**config.mk**
```make
export PLATFORM = sky130hd
export DESIGN_NAME = run_supervisor
export DESIGN_NICKNAME = d
export VERILOG_FILES = /design/src/rtl/tinychip_pkg.sv /design/src/rtl/run_supervisor.sv
export SDC_FILE = /design/constraint.sdc
export NUM_CORES = 1
export LEC_CHECK = 0
export CAP_MARGIN = 20
export CORE_ASPECT_RATIO = 1.5
export CORE_MARGIN = 5
export CORE_UTILIZATION = 59
export CTS_BUF_LIST = sky130_fd_sc_hd__clkbuf_4
export CTS_CLUSTER_SIZE = 40
export DETAILED_ROUTE_END_ITERATION = 8
export HOLD_SLACK_MARGIN = 0.06
export PLACE_DENSITY = 0.88
export SLEW_MARGIN = 15
export SYNTH_ARGS = -nofsm -noshare
export SYNTH_HDL_FRONTEND = slang
export SYNTH_SLANG_ARGS = --single-unit
export TNS_END_PERCENT = 30
```
**constraint.sdc**
```tcl
create_clock -name clk -period 7.1 [get_ports clk]
set_clock_uncertainty 0.2 [all_clocks]
set_input_delay 1.42 -clock clk [delete_from_list [all_inputs] [get_ports clk]]
set_output_delay 1.42 -clock clk [all_outputs]
set_load 0.02 [all_outputs]
```
**src/rtl/tinychip_pkg.sv**
```systemverilog
// Shared types for the TinyChip host-side supervisor and controller.
// Holds the supervisor state encoding and the instruction word width.
package tinychip_pkg;

  localparam int INSTR_W = 9;

  typedef enum logic [2:0] {
    IDLE,
    LOAD,
    HOLD,
    RUN,
    DONE,
    TIMEOUT
  } sup_state_t;

endpackage

```
**src/rtl/run_supervisor.sv**
```systemverilog
// Loads a program into instruction memory, holds then releases the controller, and times the run.
// Memory writes land one cycle after each handshake; load_ready is asserted only in LOAD.
module run_supervisor
  import tinychip_pkg::*;
#(
  parameter int ADDR_W  = 8,
  parameter int INSTR_W = tinychip_pkg::INSTR_W,
  parameter int CNT_W   = 16,
  parameter int RST_CYC = 2
) (
  input  logic               clk,
  input  logic               reset,
  input  logic               start,
  input  logic [ADDR_W:0]    prog_len,
  input  logic [CNT_W-1:0]   timeout_limit,
  input  logic               load_valid,
  input  logic [INSTR_W-1:0] load_data,
  output logic               load_ready,
  output logic               im_we,
  output logic [ADDR_W-1:0]  im_addr,
  output logic [INSTR_W-1:0] im_wdata,
  output logic               core_reset,
  input  logic               core_done,
  output logic               busy,
  output logic               finished,
  output logic               timed_out,
  output logic [CNT_W-1:0]   cycle_count
);

  localparam logic [ADDR_W:0]  DEPTH     = {1'b1, {ADDR_W{1'b0}}};
  localparam int               HOLD_W    = $clog2(RST_CYC + 1);
  localparam logic [HOLD_W-1:0] HOLD_LAST = HOLD_W'(RST_CYC - 1);
  localparam logic [CNT_W-1:0] CNT_MAX   = '1;

  sup_state_t         state_q, state_d;
  logic [ADDR_W:0]    word_cnt_q, word_cnt_d;
  logic [ADDR_W:0]    len_q, len_d;
  logic [CNT_W-1:0]   limit_q, limit_d;
  logic [HOLD_W-1:0]  hold_cnt_q, hold_cnt_d;
  logic [CNT_W-1:0]   cycle_count_q, cycle_count_d;
  logic               finished_q, finished_d;
  logic               timed_out_q, timed_out_d;
  logic               im_we_q, im_we_d;
  logic [ADDR_W-1:0]  im_addr_q, im_addr_d;
  logic [INSTR_W-1:0] im_wdata_q, im_wdata_d;
  logic [ADDR_W:0]    word_nxt;
  logic [CNT_W-1:0]   cyc_inc;

  assign word_nxt = word_cnt_q + 1'b1;
  assign cyc_inc  = (cycle_count_q == CNT_MAX) ? cycle_count_q : cycle_count_q + 1'b1;

  always_comb begin
    state_d       = state_q;
    word_cnt_d    = word_cnt_q;
    len_d         = len_q;
    limit_d       = limit_q;
    hold_cnt_d    = hold_cnt_q;
    cycle_count_d = cycle_count_q;
    finished_d    = finished_q;
    timed_out_d   = timed_out_q;
    im_we_d       = 1'b0;
    im_addr_d     = im_addr_q;
    im_wdata_d    = im_wdata_q;

    case (state_q)
      IDLE, DONE, TIMEOUT: begin
        if (start) begin
          finished_d    = 1'b0;
          timed_out_d   = 1'b0;
          cycle_count_d = '0;
          word_cnt_d    = '0;
          hold_cnt_d    = '0;
          limit_d       = timeout_limit;
          len_d         = (prog_len > DEPTH) ? DEPTH : prog_len;
          state_d       = (prog_len == '0) ? HOLD : LOAD;
        end
      end
      LOAD: begin
        if (load_valid) begin
          im_we_d    = 1'b1;
          im_addr_d  = word_cnt_q[ADDR_W-1:0];
          im_wdata_d = load_data;
          word_cnt_d = word_nxt;
          if (word_nxt == len_q) state_d = HOLD;
        end
      end
      HOLD: begin
        if (hold_cnt_q == HOLD_LAST) state_d = RUN;
        else hold_cnt_d = hold_cnt_q + 1'b1;
      end
      RUN: begin
        cycle_count_d = cyc_inc;
        // A done seen in the same cycle the limit is reached counts as a finish.
        if (core_done) begin
          finished_d = 1'b1;
          state_d    = DONE;
        end else if ((limit_q != '0) && (cyc_inc == limit_q)) begin
          timed_out_d = 1'b1;
          state_d     = TIMEOUT;
        end
      end
      default: state_d = IDLE;
    endcase
  end

  always_ff @(posedge clk or negedge reset) begin
    if (!reset) begin
      state_q       <= IDLE;
      word_cnt_q    <= '0;
      len_q         <= '0;
      limit_q       <= '0;
      hold_cnt_q    <= '0;
      cycle_count_q <= '0;
      finished_q    <= 1'b0;
      timed_out_q   <= 1'b0;
      im_we_q       <= 1'b0;
      im_addr_q     <= '0;
      im_wdata_q    <= '0;
    end else begin
      state_q       <= state_d;
      word_cnt_q    <= word_cnt_d;
      len_q         <= len_d;
      limit_q       <= limit_d;
      hold_cnt_q    <= hold_cnt_d;
      cycle_count_q <= cycle_count_d;
      finished_q    <= finished_d;
      timed_out_q   <= timed_out_d;
      im_we_q       <= im_we_d;
      im_addr_q     <= im_addr_d;
      im_wdata_q    <= im_wdata_d;
    end
  end

  assign load_ready  = (state_q == LOAD);
  assign core_reset  = (state_q != RUN);
  assign busy        = (state_q == LOAD) || (state_q == HOLD) || (state_q == RUN);
  assign finished    = finished_q;
  assign timed_out   = timed_out_q;
  assign cycle_count = cycle_count_q;
  assign im_we       = im_we_q;
  assign im_addr     = im_addr_q;
  assign im_wdata    = im_wdata_q;

endmodule

```
==> results.yml <==
outcome:
  status: "finished, final reports clean"
synthesis:
  synth_edf_count: 0
  ys_ff_latch: 75
  yosys-top-cells-area: "dfrtp_1 (44%), nand2_1 (12%), o21ai_0 (4.3%), xor2_1 (3.3%), nor2_1 (2.6%)"
  syn_avg_cell_area_sq_um: 8.48
  synth_fa_ha_area_frac: 0.0112
  syn-num-nets: 545
  yosysMostFrequentCell: "nand2_1"
  yosysWarnings: 0
  yosysSeqAreaShare: 0.440
  synth_compound_area_frac: 0.140
  synthMuxAreaShare: 0.0235
  synth_common_cells: "nand2_1 (141), dfrtp_1 (75), o21ai_0 (37), nor2_1 (30), clkbuf_1 (18)"
  synth_xor_area_frac: 0.0513
  synth.distinct_cells: 59
  synth_area_leader_cell: "dfrtp_1"
  async_reset_ff_frac: 1.00
  synth-simple-area-share: 0.294
  synthCells: 503
  ys.flop_type: "dfrtp_1"
  synthesis.area_sq_mm: 0.00426
  synth_top_family_by_area: "simple AND/OR/NAND/NOR gates"
  synth_top_cell_area_share: 0.440
drt:
  wl_um: 11500
  vias_per_cell: 6.17
  first_iter_violations: 183
  post_drt_wl_per_cell_um: 17.8
  dr.pass1.iters: 5
  num_vias: 3994
  detail-route-antenna-nets: 0
  drc: 0
power_and_ir_drop:
  p_per_area_mw_per_mm2: 318
  ir_drop_v: 0.000204
  p_leak_nw: 2.33
  p_total_w: 0.00164
die:
  io_pins: 78
  rows: 38
  die_w_um: 79.4
  core-area_sq_mm: 0.00713
  dieArea_sq_mm: 0.00906
  initial_core_util: 0.598
  die_h_um: 114
clock_network:
  cts.sinks: 75
  numCtsBuffers: 9
  cts-htree-levels: 3
  path_clk_slew_ns: 0.12
  cts.path.max_buffers: 2
  postCtsSetupBuffers: 0
  cts_tree: "done"
  postCtsHoldBufs: 0
  clock_latency_ns: 0.45
  cts_resized: 0
  root_buffer: "clkbuf_4"
flow_run:
  maxCapViolations: 0
critical_path:
  cp_top_family: "buffers and inverters"
  slowest_delay_ns: 0.64
  worstSetupStartpointType: "register"
  end_kind: "output port"
  worstPathCellList: "nor2b_1 > and2_0 > inv_1 > clkdlybuf4s50_1"
  crit_fanout: 14
  crit_required_ns: 5.48
  crit_arrival_ns: 2.88
  crit_buf_inv: 2
  critPathKind: "register to output port"
  slowest_stage: "clkdlybuf4s50_1"
sta:
  setup_viol: 0
  fin_crit_sh: 0.633
  timing.fmax_ghz: 0.222
  slew_headroom: 0.381
  finalHoldViolations: 0
  tns_ns: 0
  period_needed_ns: 4.50
  rsz0062_at_grt: "false"
  tightest_slew_ns: 0.929
  final.setup.worst_slack_ns: 2.60
  hold_ws_ns: 0.286
  slew_violations: 0
finish:
  area_growth_pct: 21.2
  drive_above_1_share: 0.0547
  nets: 605
  antenna_cells: 0
grt:
  grt_pass1_vias: 3895
  antenna_found_initial: 0
  overflow: 0
  grt_max_degree: 76
  grt_usage: 0.271
  grt_pass1_wl_um: 18800
placed_design:
  io_buffers: 77
  pre_cts_ws_ns: 2.95
  gp_congestion: 0.979
  dp_hpwl_um: 8470
min_path:
  hp-class: "register to register"
-- path summary, 6_finish.rpt --
check	slack [ns]	to	cells past startpoint	start
worst max-delay path	2.60	core_reset	4	state_q[0]
worst min-delay path	0.29	im_addr[5]	2	im_addr[5]
worst max register to register	3.48	state_q[1]	9	cycle_count[0]
worst min register to register	0.29	im_addr[5]	2	im_addr[5]
max in group asynchronous	5.19	cycle_count[4]	1	reset
min in group asynchronous	0.87	hold_cnt_q[1]	1	reset
-- tightest hold or removal path, delay by kind of cell, from the launching register on --
kind / cells / cell delay (ns)
DFF: 1 / 0.36
and+or+nand+nor: 2 / 0.10
-- report_power, final --
group,switching (W),internal (W)
Combinational,0.000380,0.000284
Sequential,0.000133,0.000552
Clock,0.000151,0.000144
-- logic make-up (layout without fill, tap and decap cells) --
logic type	Yosys count	after routing
and+or+nand+nor	257	257
AOI/OAI and AO/OA	94	94
DFF	75	75
buffers and inverters	38	102
xor gates and xnor gates	25	25
muxes	10	10
adders and majority gates	4	4
-- area by class of cell --
cell class                      count  area (sq um)
Timing Repair Buffer               79           783
Multi-Input combinational cell    390          2220
Inverter                            8          30.0
Fill cell                         576          1960
Sequential cell                    75          1880
Tap cell                           80           100
Clock inverter                      5          77.6
Clock buffer                       10          75.1
-- state kept, by name (all words and copies together) (netlist names) --
name	flops
im_we	1
finished	1
im_addr	8
cycle_count	16
limit_q	16
timed_out	1
state_q	3
im_wdata	9
len_q	9
word_cnt_q	9
hold_cnt_q	2
-- layer usage --
metal	share of wire	global-route usage
met1	0.36	0.289
met2	0.54	0.489
met3	0.058	0.0669
met4	0.041	0.135
met5	0	0
-- layout by cell type, fill, tap and decap left out, drive strengths merged, types with 3 or more instances in the layout --
cell type,Yosys,layout
nor2b,4,4
a22o,3,3
nor4,12,12
xor2,16,16
or4,3,3
clkdlybuf4s50,0,76
o21ai,38,38
nor3,9,9
nand4,14,14
xnor2,9,9
nand2,142,142
clkbuf,19,10
a22oi,4,4
nor3b,3,3
a31oi,6,6
o31ai,6,6
and4,4,4
and2,4,4
a21oi,14,14
buf,11,3
ha,3,3
nand3,14,14
and3,6,6
a211oi,6,6
nor2,30,30
dfrtp,75,75
nand3b,9,9
inv,8,9
mux2i,10,10
-- metrics by stage --
stage,std cells,area [sq um],util
finish,647,5170,0.725
global route,647,5170,0.725
CTS,647,5170,0.725
detailed placement,632,5010,0.703
global placement,632,5010,0.703
floorplan,503,4260,-
Note: power is estimated with default switching activity, not from simulation.
